[config.mk]
export PLATFORM = sky130hd
export DESIGN_NAME = adder_operand_stage
export DESIGN_NICKNAME = d
export VERILOG_FILES = /design/src/rtl/adder_pkg.sv /design/src/rtl/adder_operand_stage_skid.sv /design/src/rtl/adder_operand_stage.sv
export SDC_FILE = /design/constraint.sdc
export NUM_CORES = 1
export LEC_CHECK = 0
export CORE_MARGIN = 2
export CORE_UTILIZATION = 43
export DETAILED_ROUTE_END_ITERATION = 10
export GPL_ROUTABILITY_DRIVEN = 0
export GPL_TIMING_DRIVEN = 0
export PLACE_DENSITY = 0.7
export SYNTH_ARGS = -nofsm -noshare
export SYNTH_HDL_FRONTEND = slang
export SYNTH_SLANG_ARGS = --single-unit
[constraint.sdc]
create_clock -name clk -period 6.67 [get_ports clk]
set_input_delay 1.334 -clock clk [delete_from_list [all_inputs] [get_ports clk]]
set_output_delay 1.334 -clock clk [all_outputs]
set_load 0.05 [all_outputs]
[src/rtl/adder_pkg.sv]
//============================================================================
// Module      : adder_pkg
// Description : Shared types and helpers for the 32-bit adder and its
//               operand conditioning stage.
// Revision    : 1.0 - initial release
//============================================================================
`default_nettype none

package adder_pkg;

   localparam int ADDER_WIDTH = 32;
   localparam int MAX_WIDTH   = 128;

   localparam logic [ADDER_WIDTH-1:0] ALL_ONES = '1;

   typedef enum logic [1:0] {
      OP_ADD = 2'd0,
      OP_SUB = 2'd1,
      OP_INC = 2'd2,
      OP_DEC = 2'd3
   } alu_op_e;

   typedef enum logic [1:0] {
      SB_EMPTY = 2'd0,
      SB_ONE   = 2'd1,
      SB_FULL  = 2'd2
   } skid_state_e;

   typedef struct packed {
      alu_op_e                op;
      logic [ADDER_WIDTH-1:0] a;
      logic [ADDER_WIDTH-1:0] b;
      logic                   cin;
      logic                   par_err;
   } operand_entry_t;

   typedef struct packed {
      logic [ADDER_WIDTH-1:0] a;
      logic [ADDER_WIDTH-1:0] b_eff;
      logic                   cin;
   } mapped_operands_t;

   // Callers zero-extend narrower operands; zeros do not change even parity.
   function automatic logic parity(input logic [MAX_WIDTH-1:0] v);
      return ^v;
   endfunction

   function automatic mapped_operands_t map_operands(
      input alu_op_e                op,
      input logic [ADDER_WIDTH-1:0] a,
      input logic [ADDER_WIDTH-1:0] b
   );
      mapped_operands_t m;
      m.a = a;
      case (op)
         OP_ADD:  begin m.b_eff = b;        m.cin = 1'b0; end
         OP_SUB:  begin m.b_eff = ~b;       m.cin = 1'b1; end
         OP_INC:  begin m.b_eff = '0;       m.cin = 1'b1; end
         default: begin m.b_eff = ALL_ONES; m.cin = 1'b0; end
      endcase
      return m;
   endfunction

endpackage

`default_nettype wire

[src/rtl/adder_operand_stage_skid.sv]
//============================================================================
// Module      : skid_buffer_2
// Description : Generic 2-entry valid/ready register slice (main + skid).
// Revision    : 1.0 - initial release
//============================================================================
`default_nettype none

module skid_buffer_2
   import adder_pkg::*;
#(
   parameter int PAYLOAD_W = 8
) (
   input  logic                 clk,
   input  logic                 rst,
   input  logic                 i_in_valid,
   output logic                 o_in_ready,
   input  logic [PAYLOAD_W-1:0] i_in_data,
   output logic                 o_out_valid,
   input  logic                 i_out_ready,
   output logic [PAYLOAD_W-1:0] o_out_data
);

   skid_state_e          r_state;
   skid_state_e          w_state_next;
   logic [PAYLOAD_W-1:0] r_main;
   logic [PAYLOAD_W-1:0] r_skid;
   logic                 w_accept;
   logic                 w_emit;
   logic                 w_load_main_in;
   logic                 w_load_main_skid;
   logic                 w_load_skid;

   assign w_accept = i_in_valid && o_in_ready;
   assign w_emit   = o_out_valid && i_out_ready;

   always_ff @(posedge clk or posedge rst) begin
      if (rst) begin
         r_state <= SB_EMPTY;
      end else begin
         r_state <= w_state_next;
      end
   end

   always_comb begin
      w_state_next = r_state;
      case (r_state)
         SB_EMPTY: if (w_accept) w_state_next = SB_ONE;
         SB_ONE: begin
            if (w_accept && !w_emit)      w_state_next = SB_FULL;
            else if (!w_accept && w_emit) w_state_next = SB_EMPTY;
         end
         SB_FULL:  if (w_emit) w_state_next = SB_ONE;
         default:  w_state_next = SB_EMPTY;
      endcase
   end

   // Handshake outputs decode only the state register, keeping ready/valid
   // free of combinational paths from the opposite side.
   always_comb begin
      o_out_valid      = (r_state == SB_ONE) || (r_state == SB_FULL);
      o_in_ready       = (r_state != SB_FULL);
      w_load_main_in   = 1'b0;
      w_load_main_skid = 1'b0;
      w_load_skid      = 1'b0;
      case (r_state)
         SB_EMPTY: w_load_main_in = w_accept;
         SB_ONE: begin
            w_load_main_in = w_accept && w_emit;
            w_load_skid    = w_accept && !w_emit;
         end
         SB_FULL:  w_load_main_skid = w_emit;
         default:  ;
      endcase
   end

   always_ff @(posedge clk or posedge rst) begin
      if (rst) begin
         r_main <= '0;
         r_skid <= '0;
      end else begin
         if (w_load_main_in) begin
            r_main <= i_in_data;
         end else if (w_load_main_skid) begin
            r_main <= r_skid;
         end
         if (w_load_skid) begin
            r_skid <= i_in_data;
         end
      end
   end

   assign o_out_data = r_main;

endmodule

`default_nettype wire

[src/rtl/adder_operand_stage.sv]
//============================================================================
// Module      : adder_operand_stage
// Description : Maps ALU requests onto adder operands, checks parity and
//               registers the result through a 2-entry skid buffer.
// Revision    : 1.0 - initial release
//============================================================================
`default_nettype none

module adder_operand_stage
   import adder_pkg::*;
#(
   parameter int WIDTH     = ADDER_WIDTH,
   parameter int CNT_WIDTH = 16
) (
   input  logic                 clk,
   input  logic                 rst,
   input  logic                 in_valid,
   output logic                 in_ready,
   input  logic [1:0]           in_op,
   input  logic [WIDTH-1:0]     in_a,
   input  logic [WIDTH-1:0]     in_b,
   input  logic                 in_par_a,
   input  logic                 in_par_b,
   output logic                 out_valid,
   input  logic                 out_ready,
   output logic [1:0]           out_op,
   output logic [WIDTH-1:0]     out_a,
   output logic [WIDTH-1:0]     out_b,
   output logic                 out_cin,
   output logic                 out_par_err,
   output logic                 err_sticky,
   input  logic                 err_clr,
   output logic [CNT_WIDTH-1:0] txn_count
);

   localparam int PAYLOAD_W = 2 + 2 * WIDTH + 2;

   logic [MAX_WIDTH-1:0] w_a_ext;
   logic [MAX_WIDTH-1:0] w_b_ext;
   logic                 w_par_err;
   logic [WIDTH-1:0]     w_map_a;
   logic [WIDTH-1:0]     w_map_b;
   logic                 w_map_cin;
   logic [PAYLOAD_W-1:0] w_in_payload;
   logic [PAYLOAD_W-1:0] w_out_payload;
   logic                 w_accept;
   logic                 w_emit;
   logic                 r_err_sticky;
   logic [CNT_WIDTH-1:0] r_txn_count;

   always_comb begin
      w_a_ext              = '0;
      w_b_ext              = '0;
      w_a_ext[WIDTH-1:0]   = in_a;
      w_b_ext[WIDTH-1:0]   = in_b;
   end

   assign w_par_err = (parity(w_a_ext) != in_par_a) | (parity(w_b_ext) != in_par_b);

   generate
      if (WIDTH == ADDER_WIDTH) begin : g_native_map
         mapped_operands_t w_mapped;
         assign w_mapped  = map_operands(alu_op_e'(in_op), in_a, in_b);
         assign w_map_a   = w_mapped.a;
         assign w_map_b   = w_mapped.b_eff;
         assign w_map_cin = w_mapped.cin;
      end else begin : g_generic_map
         // Same mapping as map_operands, at a width other than the adder's.
         always_comb begin
            w_map_a = in_a;
            case (alu_op_e'(in_op))
               OP_ADD:  begin w_map_b = in_b;  w_map_cin = 1'b0; end
               OP_SUB:  begin w_map_b = ~in_b; w_map_cin = 1'b1; end
               OP_INC:  begin w_map_b = '0;    w_map_cin = 1'b1; end
               default: begin w_map_b = '1;    w_map_cin = 1'b0; end
            endcase
         end
      end
   endgenerate

   // Field order matches operand_entry_t.
   assign w_in_payload = {in_op, w_map_a, w_map_b, w_map_cin, w_par_err};

   skid_buffer_2 #(
      .PAYLOAD_W (PAYLOAD_W)
   ) u_skid (
      .clk         (clk),
      .rst         (rst),
      .i_in_valid  (in_valid),
      .o_in_ready  (in_ready),
      .i_in_data   (w_in_payload),
      .o_out_valid (out_valid),
      .i_out_ready (out_ready),
      .o_out_data  (w_out_payload)
   );

   assign {out_op, out_a, out_b, out_cin, out_par_err} = w_out_payload;

   assign w_accept = in_valid && in_ready;
   assign w_emit   = out_valid && out_ready;

   // Set takes priority so a bad request is never lost to a concurrent clear.
   always_ff @(posedge clk or posedge rst) begin
      if (rst) begin
         r_err_sticky <= 1'b0;
      end else if (w_accept && w_par_err) begin
         r_err_sticky <= 1'b1;
      end else if (err_clr) begin
         r_err_sticky <= 1'b0;
      end
   end

   always_ff @(posedge clk or posedge rst) begin
      if (rst) begin
         r_txn_count <= '0;
      end else if (w_emit) begin
         r_txn_count <= r_txn_count + 1'b1;
      end
   end

   assign err_sticky = r_err_sticky;
   assign txn_count  = r_txn_count;

endmodule

`default_nettype wire

==> flow_summary.ini <==
[outcome]
outcome = complete, no violations

[drt]
wirelength_um = 19000
drcViolationCount = 0
vias = 5756
avgRoutedWirePerCell_um = 17.6
firstDrtPassIters = 5
viasPerCell = 5.32
drt_iter0_drc = 329
ant_nets = 0

[placed_design]
dp_cells = 1049
dp_hpwl_um = 13900
dp_slack_ps = 2870
io_buffers = 159

[critical_path]
cp_max_fo = 6
cp_data_arrival_time_ps = 2150
worstSetupPathType = flop to primary output
cp.required_ps = 5340
cp-end-kind = primary output
start_kind = flop

[layout]
seq_area_um2 = 3880
multi_input_area_um2 = 3150
final_cells = 1081
diodes = 0
layout.nets = 929
fillCellCount = 1383
drive_gt1_share_pct = 8.71
synthToLayoutAreaGrowth_pct = 33.8

[power]
p_leak_nw = 4.12
p_clk_share_pct = 18.0
power_w = 0.00498
seqPwrFrac_pct = 32.6
power_switching_w = 0.00219
p_int_w = 0.00279
p_comb_share_pct = 49.5
ir_drop_mv = 0.315
p_per_area_nw_per_um2 = 516
switching_share_pct = 44.0

[synth]
synth_commonest_cells = dfrtp_1 (155), nand2_1 (113), xnor2_1 (63)
ys_seq_area_share_pct = 53.7
netlist_area_um2 = 7220
ys_async_sr_fraction_pct = 100
synth_edf_count = 0
yosysWarnings = 0
synth_top_area_share_pct = 53.7
synth.distinct_cells = 33
yosysMostFrequentCell = dfrtp_1
synth_cells = 669
synth_ff_type = dfrtp_1
synth_area_leaders = dfrtp_1 (54%), xnor2_1 (7.6%), nand2_1 (5.9%)
yosysTopAreaCell = dfrtp_1
synth.avg_cell_area_um2 = 10.8
synth_seq_cells = 155
syn_nets = 750

[clock_tree]
postCtsSetupRepairBufs = 0
cts_tree = yes
clock_latency_ps = 420
clockBufferDepth = 2
h-tree-depth = 4
cts_resized = 0
cts-root-buf = clkbuf_16
hold_buffers = 0
clk_pin_slew_ps = 60
numCtsBuffers = 17
cts.sinks = 155

[sta]
finClkSkew_ps = 6.52
clock.fmax_mhz = 287
finalHoldViolCount = 0
fin_crit_sh_pct = 52.2
setup-violations-final = 0
rsz0062_at_grt = no
drv_slew = 0
worst_slack_ps = 3180
maxSlewHeadroom_pct = 56.4
tightest_slew_ps = 652
period_minus_slack_ps = 3490

[flow_run]
max_cap_violations = 0

[global_routing]
grt_usage_pct = 22.0
grt_start_max_net_pins = 96
grt_pass1_wl_um = 30900
antenna_found_initial = 0
grt_pass1_vias = 6047
overflow = 0

[floorplanning]
die_height_um = 134
row_count = 47
fp.dieArea_um2 = 17800
start_util_pct = 43.8
coreArea_um2 = 16500
die_x_um = 134
ios = 160

[worst_hold_path]
hold_path.class = flop to flop
worst max-delay path: stages, from the launching register on:
cell and delay (ps):
dfrtp_1 400, inv_1 90, ha_1 390, clkdlybuf4s50_1 850
metal layers:
| metal | GRT usage (%) | part of all wire, % | wire length (um) |
|---|---|---|---|
| met1 | 28.0 | 44 | 8300 |
| met2 | 37.0 | 50 | 9590 |
| met5 | 0 | 0 | 0 |
| met3 | 3.69 | 3.5 | 668 |
| met4 | 9.75 | 2.5 | 477 |
area by class of cell:
cell class / instances / area share [%]
Multi-Input combinational cell: 465 / 32.6
Clock buffer: 21 / 4.56
Buffer: 41 / 1.63
Timing Repair Buffer: 160 / 16.8
Inverter: 8 / 0.363
Sequential cell: 155 / 40.2
Clock inverter: 11 / 1.02
Tap cell: 220 / 2.85
layout by cell type (no fill, tap or decap), types with 34 or more instances in the layout:
cell / Yosys / routed
nand2_1: 113 / 113
a221o_1: 34 / 34
clkbuf_1: 33 / 37
o21ai_0: 34 / 34
dfrtp_1: 155 / 155
xnor2_1: 63 / 63
mux2_2: 34 / 34
nor2_1: 43 / 43
clkdlybuf4s50_1: 0 / 159
per-stage QoR:
| stage | hold WS, ps | cell area, um2 | TNS, ps | util, % |
|---|---|---|---|---|
| final | 476 | 9660 | 0 | 58.6 |
| after global routing | 491 | 9660 | 0 | 58.6 |
| after CTS | 484 | 9660 | 0 | 58.6 |
| after detailed placement | 461 | 9120 | 0 | 55.4 |
| after global placement | 462 | 9080 | -126790 | 55.2 |
| after floorplan | 450 | 7220 | 0 | - |
cells by family after synthesis:
| kind of cell | after synthesis | share of synthesized area (%) |
|---|---|---|
| mux | 34 | 5.31 |
| compound gates | 142 | 14.7 |
| xor+xnor | 77 | 10.1 |
| flops | 155 | 53.7 |
| fa+ha+maj | 8 | 1.39 |
| simple gates | 204 | 12.2 |
| buf+inv | 49 | 2.60 |
worst paths after layout:
path / startpoint / to / slack, ps / cells after the start
setup / recovery: u_skid.r_state[0] / out_valid / 3180 / 3
hold / removal: txn_count[15] / txn_count[15] / 480 / 1
min in group asynchronous: rst / txn_count[6] / 1370 / 2
setup reg to reg: u_skid.r_state[0] / u_skid.o_out_data[48] / 3940 / 8
hold reg to reg: txn_count[15] / txn_count[15] / 480 / 1
max in group asynchronous: rst / u_skid.o_out_data[32] / 4450 / 3
power by group through the flow:
stage	clock (W)	sequential [W]	combinational, W
2_1_floorplan	0	0.00230	0.000960
3_3_place_gp	0	0.00161	0.00241
3_5_place_dp	0	0.00163	0.00247
4_1_cts	0.000906	0.00162	0.00248
5_1_grt	0.000946	0.00167	0.00263
6_report	0.000894	0.00162	0.00246
sequential cells by signal, summed over array words and instances, names as in the netlist:
signal,cells
u_skid.o_out_data,68
err_sticky,1
u_skid.r_state,2
u_skid.r_skid,68
txn_count,16
Power figures use the tool's default switching activity.
